`src/rtl/nios_seven_seg_pkg.sv`:
```
`default_nettype none
// +-----------------------------------------------------------------------+
// | nios_seven_seg_pkg : register map, CTRL fields and hex segment table  |
// | Rev 1.0                                                               |
// +-----------------------------------------------------------------------+
package nios_seven_seg_pkg;

  localparam logic [3:0] ADDR_VALUE     = 4'd0;
  localparam logic [3:0] ADDR_CTRL      = 4'd1;
  localparam logic [3:0] ADDR_BLINK_DIV = 4'd2;
  localparam logic [3:0] ADDR_STATUS    = 4'd3;
  localparam logic [3:0] ADDR_RAW0      = 4'd4;

  localparam int CTRL_RAW_MODE_BIT = 0;
  localparam int CTRL_BLINK_EN_BIT = 1;
  localparam int CTRL_BLANK_LSB    = 8;
  localparam int CTRL_BLINK_LSB    = 24;

  // Active-high segments, bit0 = a .. bit6 = g.
  function automatic logic [6:0] hex_to_seg(input logic [3:0] nibble);
    logic [6:0] seg;
    case (nibble)
      4'h0: seg = 7'h3F;
      4'h1: seg = 7'h06;
      4'h2: seg = 7'h5B;
      4'h3: seg = 7'h4F;
      4'h4: seg = 7'h66;
      4'h5: seg = 7'h6D;
      4'h6: seg = 7'h7D;
      4'h7: seg = 7'h07;
      4'h8: seg = 7'h7F;
      4'h9: seg = 7'h6F;
      4'hA: seg = 7'h77;
      4'hB: seg = 7'h7C;
      4'hC: seg = 7'h39;
      4'hD: seg = 7'h5E;
      4'hE: seg = 7'h79;
      default: seg = 7'h71;
    endcase
    return seg;
  endfunction

endpackage
`default_nettype wire

```
`src/rtl/seven_seg_hex_decoder.sv`:
```
`default_nettype none
// +-----------------------------------------------------------------------+
// | seven_seg_hex_decoder : combinational nibble to active-high segments  |
// | Rev 1.0                                                               |
// +-----------------------------------------------------------------------+
module seven_seg_hex_decoder
  import nios_seven_seg_pkg::*;
(
  input  logic [3:0] nibble,
  output logic [6:0] seg
);

  assign seg = hex_to_seg(nibble);

endmodule
`default_nettype wire

```
`src/rtl/nios_seven_seg_ctrl.sv`:
```
`default_nettype none
// +-----------------------------------------------------------------------+
// | nios_seven_seg_ctrl : Avalon-MM seven-segment controller with blink   |
// | Rev 1.0                                                               |
// +-----------------------------------------------------------------------+
module nios_seven_seg_ctrl
  import nios_seven_seg_pkg::*;
#(
  parameter int NUM_DIGITS     = 4,
  parameter int SEG_ACTIVE_LOW = 1,
  parameter int CNT_W          = 24
) (
  input  logic                    clk,
  input  logic                    reset_n,
  input  logic [3:0]              address,
  input  logic                    chipselect,
  input  logic                    write_n,
  input  logic [31:0]             writedata,
  output logic [31:0]             readdata,
  output logic [7*NUM_DIGITS-1:0] out_port
);

  localparam logic                    POL     = (SEG_ACTIVE_LOW != 0);
  localparam logic [7*NUM_DIGITS-1:0] SEG_OFF = {(7*NUM_DIGITS){POL}};

  logic [4*NUM_DIGITS-1:0] value;
  logic                    raw_mode;
  logic                    blink_en;
  logic [NUM_DIGITS-1:0]   blank;
  logic [NUM_DIGITS-1:0]   blink_mask;
  logic [CNT_W-1:0]        blink_div;
  logic [CNT_W-1:0]        cnt;
  logic                    phase;
  logic [6:0]              raw [NUM_DIGITS];
  logic [7*NUM_DIGITS-1:0] seg_next;

  logic wr_en;
  logic restart;
  logic blink_run;
  logic unused_wd;

  assign wr_en     = chipselect & ~write_n;
  assign restart   = wr_en & ((address == ADDR_BLINK_DIV) |
                              ((address == ADDR_CTRL) & ~writedata[CTRL_BLINK_EN_BIT]));
  assign blink_run = blink_en & (blink_div != '0);
  assign unused_wd = &{1'b0, writedata};

  always_ff @(posedge clk or negedge reset_n) begin
    if (!reset_n) begin
      value      <= '0;
      raw_mode   <= 1'b0;
      blink_en   <= 1'b0;
      blank      <= '1;
      blink_mask <= '0;
      blink_div  <= '0;
      for (int i = 0; i < NUM_DIGITS; i++) raw[i] <= '0;
    end else if (wr_en) begin
      case (address)
        ADDR_VALUE: value <= writedata[4*NUM_DIGITS-1:0];
        ADDR_CTRL: begin
          raw_mode   <= writedata[CTRL_RAW_MODE_BIT];
          blink_en   <= writedata[CTRL_BLINK_EN_BIT];
          blank      <= writedata[CTRL_BLANK_LSB +: NUM_DIGITS];
          blink_mask <= writedata[CTRL_BLINK_LSB +: NUM_DIGITS];
        end
        ADDR_BLINK_DIV: blink_div <= writedata[CNT_W-1:0];
        default: begin
          for (int i = 0; i < NUM_DIGITS; i++)
            if (address == 4'(ADDR_RAW0 + i)) raw[i] <= writedata[6:0];
        end
      endcase
    end
  end

  // Prescaler decisions use the pre-write enable/divider; restarting writes win.
  always_ff @(posedge clk or negedge reset_n) begin
    if (!reset_n) begin
      cnt   <= '0;
      phase <= 1'b0;
    end else if (restart || !blink_run) begin
      cnt   <= '0;
      phase <= 1'b0;
    end else if (cnt >= blink_div) begin
      cnt   <= '0;
      phase <= ~phase;
    end else begin
      cnt   <= cnt + 1'b1;
    end
  end

  for (genvar g = 0; g < NUM_DIGITS; g++) begin : g_digit
    logic [6:0] hex_seg;
    logic       force_off;

    seven_seg_hex_decoder u_dec (
      .nibble (value[4*g +: 4]),
      .seg    (hex_seg)
    );

    assign force_off           = blank[g] | (blink_en & phase & blink_mask[g]);
    assign seg_next[7*g +: 7]  = force_off ? 7'h00 : (raw_mode ? raw[g] : hex_seg);
  end

  always_ff @(posedge clk or negedge reset_n) begin
    if (!reset_n) out_port <= SEG_OFF;
    else          out_port <= seg_next ^ SEG_OFF;
  end

  always_comb begin
    readdata = '0;
    case (address)
      ADDR_VALUE: readdata[4*NUM_DIGITS-1:0] = value;
      ADDR_CTRL: begin
        readdata[CTRL_RAW_MODE_BIT]             = raw_mode;
        readdata[CTRL_BLINK_EN_BIT]             = blink_en;
        readdata[CTRL_BLANK_LSB +: NUM_DIGITS]  = blank;
        readdata[CTRL_BLINK_LSB +: NUM_DIGITS]  = blink_mask;
      end
      ADDR_BLINK_DIV: readdata[CNT_W-1:0] = blink_div;
      ADDR_STATUS:    readdata[0]         = phase;
      default: begin
        for (int i = 0; i < NUM_DIGITS; i++)
          if (address == 4'(ADDR_RAW0 + i)) readdata[6:0] = raw[i];
      end
    endcase
  end

endmodule
`default_nettype wire

```
`config.mk`:
```
export PLATFORM = sky130hd
export DESIGN_NAME = nios_seven_seg_ctrl
export DESIGN_NICKNAME = d
export VERILOG_FILES = /design/src/rtl/nios_seven_seg_pkg.sv /design/src/rtl/seven_seg_hex_decoder.sv /design/src/rtl/nios_seven_seg_ctrl.sv
export SDC_FILE = /design/constraint.sdc
export NUM_CORES = 1
export LEC_CHECK = 0
export CAP_MARGIN = 40
export CORE_ASPECT_RATIO = 0.9
export CORE_MARGIN = 1.5
export CORE_UTILIZATION = 30
export CTS_BUF_LIST = sky130_fd_sc_hd__clkbuf_16
export CTS_CLUSTER_DIAMETER = 80
export CTS_CLUSTER_SIZE = 24
export DETAILED_ROUTE_END_ITERATION = 10
export MAX_ROUTING_LAYER = met4
export SETUP_SLACK_MARGIN = 0.1
export SYNTH_ARGS = -nofsm -noshare
export SYNTH_HDL_FRONTEND = slang
export SYNTH_SLANG_ARGS = --single-unit
```
`constraint.sdc`:
```
create_clock -name clk -period 7.3 [get_ports clk]
set_input_delay 1.095 -clock clk [delete_from_list [all_inputs] [get_ports clk]]
set_output_delay 1.095 -clock clk [all_outputs]
set_load 0.02 [all_outputs]
```
==> results of run 1 <==
cells by family after synthesis:
family | Yosys count | share of synthesized area, %
adder cells (fa/ha/maj) | 45 | 7.54
AO/OA/AOI/OAI | 117 | 9.11
buffers and inverters | 81 | 4.67
other | 1 | 0.0502
AND/OR/NAND/NOR | 248 | 15.5
XOR/XNOR | 22 | 2.58
flip-flops | 131 | 44.4
multiplexers | 108 | 16.1
layout by cell type (no fill, tap or decap), types with 4 or more instances in the layout:
cell             Yosys  routed
or2_2                6       6
xor2_1              12      12
clkbuf_16            0      17
clkinv_4             0       4
a21oi_1             37      37
dfstp_2             32      32
conb_1               1       4
nor2b_1             10      10
ha_1                45      45
a31oi_1             15      15
mux2_2              78      78
dfrtp_1             99      99
nand4_1              8       8
clkdlybuf4s50_1      0      90
nor2_1              73      73
xnor2_1             10      10
mux2i_1             28      28
nor4_1               8       8
nand3_1             15      15
buf_4                4       7
inv_1               43      43
nand2_1             85      85
o21ai_0             40      40
nand2b_1             5       5
and3_1              18      18
worst max path at each step:
stage	to	slack, ps	cells after the start
global route	readdata[0]	1930	10
finish	readdata[0]	2130	10
floorplan	readdata[7]	3810	5
detailed placement	readdata[0]	2200	10
global placement	readdata[0]	1950	9
CTS	readdata[0]	2180	10
stage by stage:
step | worst slack [ps] | total power, µW | hold WS (ps)
after floorplan | 3810 | 1490 | 489
after global placement | 1950 | 1770 | 513
after detailed placement | 2200 | 1790 | 524
after CTS | 2180 | 2670 | 535
after global routing | 1930 | 2800 | 560
final | 2130 | 2650 | 536
power by group through the flow:
stage	Clock (µW)	Sequential, µW	Combinational [µW]
finish	880	1060	717
global route	928	1080	793
CTS	894	1060	724
detailed placement	0	1070	721
global placement	0	1060	707
floorplan	0	1090	406
metal layers:
| layer | track usage, % | vias to the layer above | routed length (µm) |
|---|---|---|---|
| met5 | - | - | 0 |
| met4 | 3.71 | 0 | 133 |
| met3 | 3.40 | 9 | 1180 |
| met2 | 23.5 | 175 | 8820 |
| met1 | 23.0 | 2820 | 9700 |
| li1 | - | 2778 | - |
state kept, by name, summed over array words and instances, names as in the netlist:
name	flops
out_port	28
raw	28
blink_div	24
cnt	24
value	16
blank	4
blink_mask	4
blink_en	1
phase	1
raw_mode	1
worst register-to-register path, delay by kind of cell, from the launching register on:
| kind | cells | cell delay (ps) |
|---|---|---|
| AND/OR/NAND/NOR | 2 | 590 |
| buffers and inverters | 2 | 280 |
| flip-flops | 1 | 470 |
| AO/OA/AOI/OAI | 4 | 910 |
| adder cells (fa/ha/maj) | 1 | 310 |
area by class of cell:
class / count / area (µm²)
Sequential cell: 131 / 3320
Inverter: 43 / 161
Timing Repair Buffer: 99 / 988
Fill cell: 2402 / 15000
Clock buffer: 17 / 425
Tap cell: 308 / 385
Clock inverter: 15 / 181
Multi-Input combinational cell: 544 / 3820
==> results.yml, run 1 <==
synth:
  ys_dominant_reg_cell: "dfrtp_1"
  yosys.area.top_type: "dfrtp_1"
  synth_common_cells: "dfrtp_1, nand2_1, mux2_2"
  avgSynthCellArea_um2: 9.92
  ys_top_cells_by_area: "dfrtp_1, mux2_2, dfstp_2"
  yosysSeqAreaShare_pct: 44.4
  syn_area_mm2: 0.00747
  synth_edf_count: 0
  synth_top_area_share_pct: 33.2
  synth_most_common_cell: "dfrtp_1"
  ys_warn_count: 0
  ys_async_sr_fraction_pct: 100
  synth_cells: 753
  post_synth_num_cell_types: 54
  ys_ff_latch: 131
worst_setup_path:
  timing.rr.start: "blink_div[7]"
  worstPathMaxFanout: 27
  path_common_cell: "buf_4"
  endpoint_kind: "primary output"
  critPathMaxStageDelay_ps: 670
  crit_start: "address[1]"
  path_class: "in -> out"
  critPathSlowestCell: "clkdlybuf4s50_1"
  reg2reg_depth: 9
  ff2ff_setup_slack_ps: 4680
  r2r_end: "cnt[10]"
  path_delay_family: "buffers and inverters"
  startpoint_type: "input pin"
  worst_ep_arrival_time_ps: 4080
  cp_cell_sequence: "clkdlybuf4s50_1, buf_4, nor2b_1, buf_4, buf_4, nand2_1, a31oi_1, a21oi_1, a31oi_1, clkdlybuf4s50_1"
  crit_buf_inv: 5
  worstPathRequired_ps: 6200
status:
  status: "finished, final reports clean"
clock_tree:
  clock_path_buffers: 2
  cts_tree: "yes"
  cts_root_buf: "clkbuf_16"
  clock_latency_ps: 420
  post_cts_resized: 0
  htree_levels: 4
  cts_hold_buffers: 0
  cts.sinks: 131
  cts_setup_buffers: 0
  clk_pin_slew_ps: 60
  cts-buffers-inserted: 17
sta:
  final_hold_viol_count: 0
  maxSlewViolCount: 0
  period_share_pct: 70.9
  tns_ps: 0
  grt_setup_unrepaired: "no"
  tightest_slew_ps: 847
  setup_viol: 0
  finalCriticalPeriod_ps: 5170
  max_freq_mhz: 193
  skew_ps: 8.47
  slew_headroom_pct: 43.4
pwr:
  ir_drop_uv: 142
  p_per_area_mw_per_mm2: 286
  p_switching_uw: 858
  intPower_uw: 1800
  sw_frac_of_total_pct: 32.3
  pwr-share-clk_pct: 33.2
  p_seq_share_pct: 39.8
  pwr-share-comb_pct: 27.0
  p_leak_uw: 0.00406
floorplan:
  ios: 100
  die_h_um: 153
  fp-row-count: 54
  core-area_mm2: 0.0243
  die_x_um: 169
  dieArea_mm2: 0.0259
  initial_core_util_pct: 30.7
placement:
  dpl.hpwl_mm: 14.5
  placedCellCount: 1125
  port_buffers: 91
  place.gp.congestion: 0.839
  placed_area_mm2: 0.00867
final_layout:
  num-nets-final: 921
  area_growth_pct: 24.1
  finalInstanceArea_mm2: 0.00928
  stdcell_count: 1157
  drive_gt1_share_pct: 19.3
  antennaDiodeCount: 0
  final_core_util_pct: 38.1
global_route:
  antenna_found_initial: 0
  grt_pass1_wl_mm: 31.2
  gr-total-overflow: 0
  grt_pass1_vias: 5519
  grtUsageTotal_pct: 16.2
  grt_start_max_net_pins: 58
detailed_routing:
  first_pass_iters: 5
  drc_errors: 0
  vias: 5782
  wl_mm: 19.8
  ant_nets: 0
  wl_per_cell_um: 17.1
  detail_route.vias_per_cell: 5.00
  drt-initial-drc-count: 303
min_path:
  min_path_cells: 1
  hp-class: "reg -> reg"
  hold_end: "raw[22]"
  hold_start: "raw[22]"
flow_run:
  cap_viol_max_count: 0
Note: power is estimated with default switching activity, not from simulation.
==> run 2, diff against run 1 <==
==> constraint.sdc (replaced) <==
create_clock -name clk -period 4.2 [get_ports clk]
set_input_delay 0.63 -clock clk [delete_from_list [all_inputs] [get_ports clk]]
set_output_delay 0.63 -clock clk [all_outputs]
set_load 0.02 [all_outputs]
==> results.yml, run 2 (same netlist as run 1, synthesis figures left out) <==
status:
  status: "finished, final reports clean"
pwr:
  sw_frac_of_total_pct: 33.8
  intPower_uw: 2940
  p_seq_share_pct: 41.5
  pwr-share-comb_pct: 28.0
  p_per_area_mw_per_mm2: 481
  p_switching_uw: 1500
  p_leak_uw: 0.00405
  pwr-share-clk_pct: 30.4
  ir_drop_uv: 242
clock_tree:
  cts_setup_buffers: 0
  cts_root_buf: "clkbuf_16"
  clock_path_buffers: 2
  post_cts_resized: 0
  htree_levels: 4
  cts.sinks: 131
  cts_tree: "yes"
  cts-buffers-inserted: 17
  clk_pin_slew_ps: 60
  cts_hold_buffers: 0
  clock_latency_ps: 430
floorplan:
  ios: 100
  dieArea_mm2: 0.0259
  initial_core_util_pct: 30.7
  core-area_mm2: 0.0243
  fp-row-count: 54
  die_x_um: 169
  die_h_um: 153
sta:
  maxSlewViolCount: 0
  period_share_pct: 90.3
  slew_headroom_pct: 44.8
  final_hold_viol_count: 0
  max_freq_mhz: 264
  setup_slack_ps: 406
  skew_ps: 10.0
  tns_ps: 0
  setup_viol: 0
  grt_setup_unrepaired: "no"
  tightest_slew_ps: 826
  finalCriticalPeriod_ps: 3790
final_layout:
  layout_commonest_cell: "dfrtp_1"
  area_growth_pct: 23.6
  reg_top3: "out_port (28), raw (28)"
  num-nets-final: 926
  drive_gt1_share_pct: 19.9
  fillCellCount: 2409
  antennaDiodeCount: 0
  mostFrequentLayoutCells: "dfrtp_1, clkdlybuf4s50_1, nand2_1"
worst_setup_path:
  cp_cell_sequence: "clkdlybuf4s50_1, nor2b_1, nand2_1, a31oi_1, a21oi_1, a31oi_1, clkdlybuf4s50_1"
  timing.rr.start: "blink_div[7]"
  worst_ep_arrival_time_ps: 3160
  worstPathRequired_ps: 3570
  crit_buf_inv: 2
  ff2ff_setup_slack_ps: 1480
  path_delay_family: "buffers and inverters"
  r2r_end: "cnt[17]"
  critPathSlowestCell: "nor2b_1"
  path_class: "in -> out"
  startpoint_type: "input pin"
  critPathMaxStageDelay_ps: 680
  worstPathMaxFanout: 9
  reg2reg_depth: 9
  endpoint_kind: "primary output"
detailed_routing:
  drt-initial-drc-count: 341
  ant_nets: 0
  wl_per_cell_um: 17.1
  detail_route.vias_per_cell: 4.97
  first_pass_iters: 5
  wl_mm: 19.9
  vias: 5777
  drc_errors: 0
flow_run:
  cap_viol_max_count: 0
global_route:
  gr-total-overflow: 0
  grtUsageTotal_pct: 16.5
  grt_start_max_net_pins: 101
  grt_pass1_wl_mm: 32.1
  antenna_found_initial: 0
  grt_pass1_vias: 5716
min_path:
  hp-class: "in -> async"
placement:
  dpl_worst_slack_ps: 508
  place.gp.congestion: 0.839
  port_buffers: 91
  dpl.hpwl_mm: 14.7
run 2: changes by cell type in the layout (fill, tap and decap cells not counted), sizes merged:
cell / delta
buf: +5
clkinv: +3
bufinv: -3
run 2: worst reg2reg max path: stages, from the launching register on:
cell     delay, ps
dfrtp_1        460
inv_1           70
ha_1           310
a21oi_1        140
o21ai_1         80
a221o_1        380
o31a_1         290
or4_1          530
buf_4          270
nor2_1         130
run 2: routing by layer:
metal  global-route usage (%)  routed length, µm
met1                     23.4               9910
met2                     23.8               8770
met3                     3.87               1010
met4                     3.62                183
met5                        -                  0
run 2: stage by stage:
stage / instances / hold slack, ps / util (%) / total power [µW] / cell area (µm²)
after floorplan: 756 / 334 / - / 2600 / 7480
after global placement: 1130 / 519 / 35.8 / 3090 / 8700
after detailed placement: 1130 / 532 / 35.8 / 3120 / 8700
after CTS: 1162 / 149 / 38.0 / 4480 / 9240
after global routing: 1162 / 174 / 38.0 / 4710 / 9240
final: 1162 / 147 / 38.0 / 4440 / 9240
run 2: power by group through the flow:
| stage | Combinational [µW] | Sequential [µW] | Clock [µW] |
|---|---|---|---|
| 6_report | 1250 | 1840 | 1350 |
| 5_1_grt | 1380 | 1880 | 1440 |
| 4_1_cts | 1260 | 1840 | 1380 |
| 3_5_place_dp | 1250 | 1860 | 0 |
| 3_3_place_gp | 1230 | 1860 | 0 |
| 2_1_floorplan | 705 | 1890 | 0 |
run 2: worst max-delay path by stage:
stage,start,to,slack (ps),depth (start not counted)
after floorplan,address[1],readdata[7],1640,5
after global placement,address[1],readdata[0],520,7
after detailed placement,address[1],readdata[1],510,7
after CTS,address[1],readdata[0],470,7
after global routing,address[0],readdata[0],300,7
final,address[0],readdata[0],410,7
run 2: cell type report:
| type | count | area (µm²) | share of cell area (%) |
|---|---|---|---|
| tap | 308 | 385 | 4.17 |
| clock buffer | 17 | 425 | 4.61 |
| inverter | 43 | 161 | 1.75 |
| sequential | 131 | 3320 | 35.9 |
| timing repair buffer | 104 | 1020 | 11.0 |
| clock inverter | 15 | 111 | 1.21 |
| multi-input combinational | 544 | 3820 | 41.3 |
==> run 3, diff against run 2 <==
--- a/config.mk
+++ b/config.mk
@@ -7,13 +7,14 @@
 export LEC_CHECK = 0
 export CAP_MARGIN = 40
 export CORE_ASPECT_RATIO = 0.9
-export CORE_MARGIN = 1.5
+export CORE_MARGIN = 3
 export CORE_UTILIZATION = 30
 export CTS_BUF_LIST = sky130_fd_sc_hd__clkbuf_16
 export CTS_CLUSTER_DIAMETER = 80
 export CTS_CLUSTER_SIZE = 24
 export DETAILED_ROUTE_END_ITERATION = 10
 export MAX_ROUTING_LAYER = met4
+export RECOVER_POWER = 50
 export SETUP_SLACK_MARGIN = 0.1
 export SYNTH_ARGS = -nofsm -noshare
 export SYNTH_HDL_FRONTEND = slang
==> results.yml, run 3 (same netlist as run 1, synthesis figures left out) <==
placement:
  dpl.hpwl_mm: 14.8
  place.gp.congestion: 0.877
  port_buffers: 91
  placed_area_mm2: 0.00877
  dpl_worst_slack_ps: 579
global_route:
  grtUsageMet3_pct: 3.55
  antenna_found_initial: 0
  grt_start_max_net_pins: 61
  gr-total-overflow: 0
  use_met2_pct: 23.2
  met1_usage_pct: 22.6
  top_usage_layer: "met2"
  grt_pass1_vias: 5701
  grtUsageTotal_pct: 15.9
  grt_pass1_wl_mm: 32.1
clock_tree:
  cts.sinks: 131
  cts_hold_buffers: 0
  cts_setup_buffers: 0
  clock_latency_ps: 420
  cts-buffers-inserted: 17
  clk_pin_slew_ps: 60
  cts_tree: "yes"
  htree_levels: 4
  clock_path_buffers: 2
  cts_root_buf: "clkbuf_16"
  post_cts_resized: 0
sta:
  setup_slack_ps: 494
  tightest_slew_ps: 1020
  grt_setup_unrepaired: "no"
  setup_viol: 0
  finalCriticalPeriod_ps: 3710
  max_freq_mhz: 270
  maxSlewViolCount: 0
  tns_ps: 0
  slew_headroom_pct: 32.0
  skew_ps: 13.4
  period_share_pct: 88.2
  final_hold_viol_count: 0
final_layout:
  multiInputGateArea_mm2: 0.00382
  antennaDiodeCount: 0
  seq_area_mm2: 0.00332
  mostFrequentLayoutCells: "dfrtp_1, clkdlybuf4s50_1, nand2_1"
  drive_gt1_share_pct: 19.6
  area_growth_pct: 25.6
  reg_top3: "out_port (28), raw (28)"
  finalInstanceArea_mm2: 0.00938
  fillCellCount: 2417
  num-nets-final: 927
  layout_commonest_cell: "dfrtp_1"
floorplan:
  dieArea_mm2: 0.0268
  die_h_um: 156
  fp-row-count: 54
  ios: 100
  die_x_um: 172
  core-area_mm2: 0.0244
  initial_core_util_pct: 30.6
detailed_routing:
  vias: 5860
  drt-initial-drc-count: 386
  wl_per_cell_um: 16.9
  wl_mm: 20.1
  detail_route.vias_per_cell: 4.92
  ant_nets: 0
  first_pass_iters: 5
  drc_errors: 0
worst_setup_path:
  critPathSlowestCell: "clkdlybuf4s50_1"
  path_delay_family: "buffers and inverters"
  endpoint_kind: "primary output"
  worstPathMaxFanout: 15
  path_class: "in -> out"
  cp_cell_sequence: "clkdlybuf4s50_1, nor2b_1, buf_4, nand2_1, a31oi_1, a21oi_1, a31oi_1, clkdlybuf4s50_1"
  critPathMaxStageDelay_ps: 670
  startpoint_type: "input pin"
  worstPathRequired_ps: 3570
  crit_buf_inv: 3
  worst_ep_arrival_time_ps: 3080
pwr:
  ir_drop_uv: 215
  p_leak_uw: 0.00410
  p_per_area_mw_per_mm2: 495
flow_run:
  cap_viol_max_count: 0
status:
  status: "finished, final reports clean"
min_path:
  hp-class: "reg -> reg"
## run 3: changes by cell type in the layout (fill, tap and decap cells not counted), moves of 2 or more
| cell | change |
|---|---|
| inv_1 | +2 |
| clkinv_4 | -4 |
| buf_4 | -2 |
| bufinv_16 | +4 |
## run 3: area by class of cell
cell class                 count  area share, %
multi-input combinational    544           40.7
sequential                   131           35.4
timing repair buffer         105           11.2
clock buffer                  17           4.53
tap                          336           4.48
clock inverter                15           2.03
inverter                      43           1.72
## run 3: worst paths after layout
path                                   start      endpoint  slack [ps]  depth (start not counted)
worst max-delay path              address[0]   readdata[0]         490                          8
worst min-delay path                 raw[16]       raw[16]         540                          1
worst max register to register  blink_div[5]        cnt[6]        1430                          9
worst min register to register       raw[16]       raw[16]         540                          1
max in group asynchronous            reset_n   out_port[2]        2920                          2
min in group asynchronous            reset_n  out_port[17]         830                          1
## run 3: layer usage
metal  share of wire, %  vias to the layer above
li1                   -                     2791
met5                  0                        -
met2                 45                      165
met3                5.6                       10
met1                 49                     2894
met4               0.98                        0
## run 3: worst register-to-register path, cell delays in order (launching register included)
cell and delay, ps:
dfrtp_1 410, inv_1 60, ha_1 300, a21oi_1 140, o21ai_1 100, a221o_1 390
o31a_1 280, or4_1 660, buf_8 260, nor2_1 100
## run 3: report_power, final
part / internal (µW) / switching (µW)
clock: 988 / 567
combinational: 602 / 652
sequential: 1590 / 248
total: 3180 / 1470
## run 3: per-stage QoR
step / std cells / hold slack, ps / power, µW / util (%)
2_1_floorplan: 756 / 334 / 2600 / -
3_3_place_gp: 1157 / 506 / 3090 / 35.8
3_5_place_dp: 1159 / 520 / 3120 / 36.0
4_1_cts: 1191 / 320 / 4690 / 38.5
5_1_grt: 1191 / 537 / 4920 / 38.5
6_report: 1191 / 536 / 4640 / 38.5
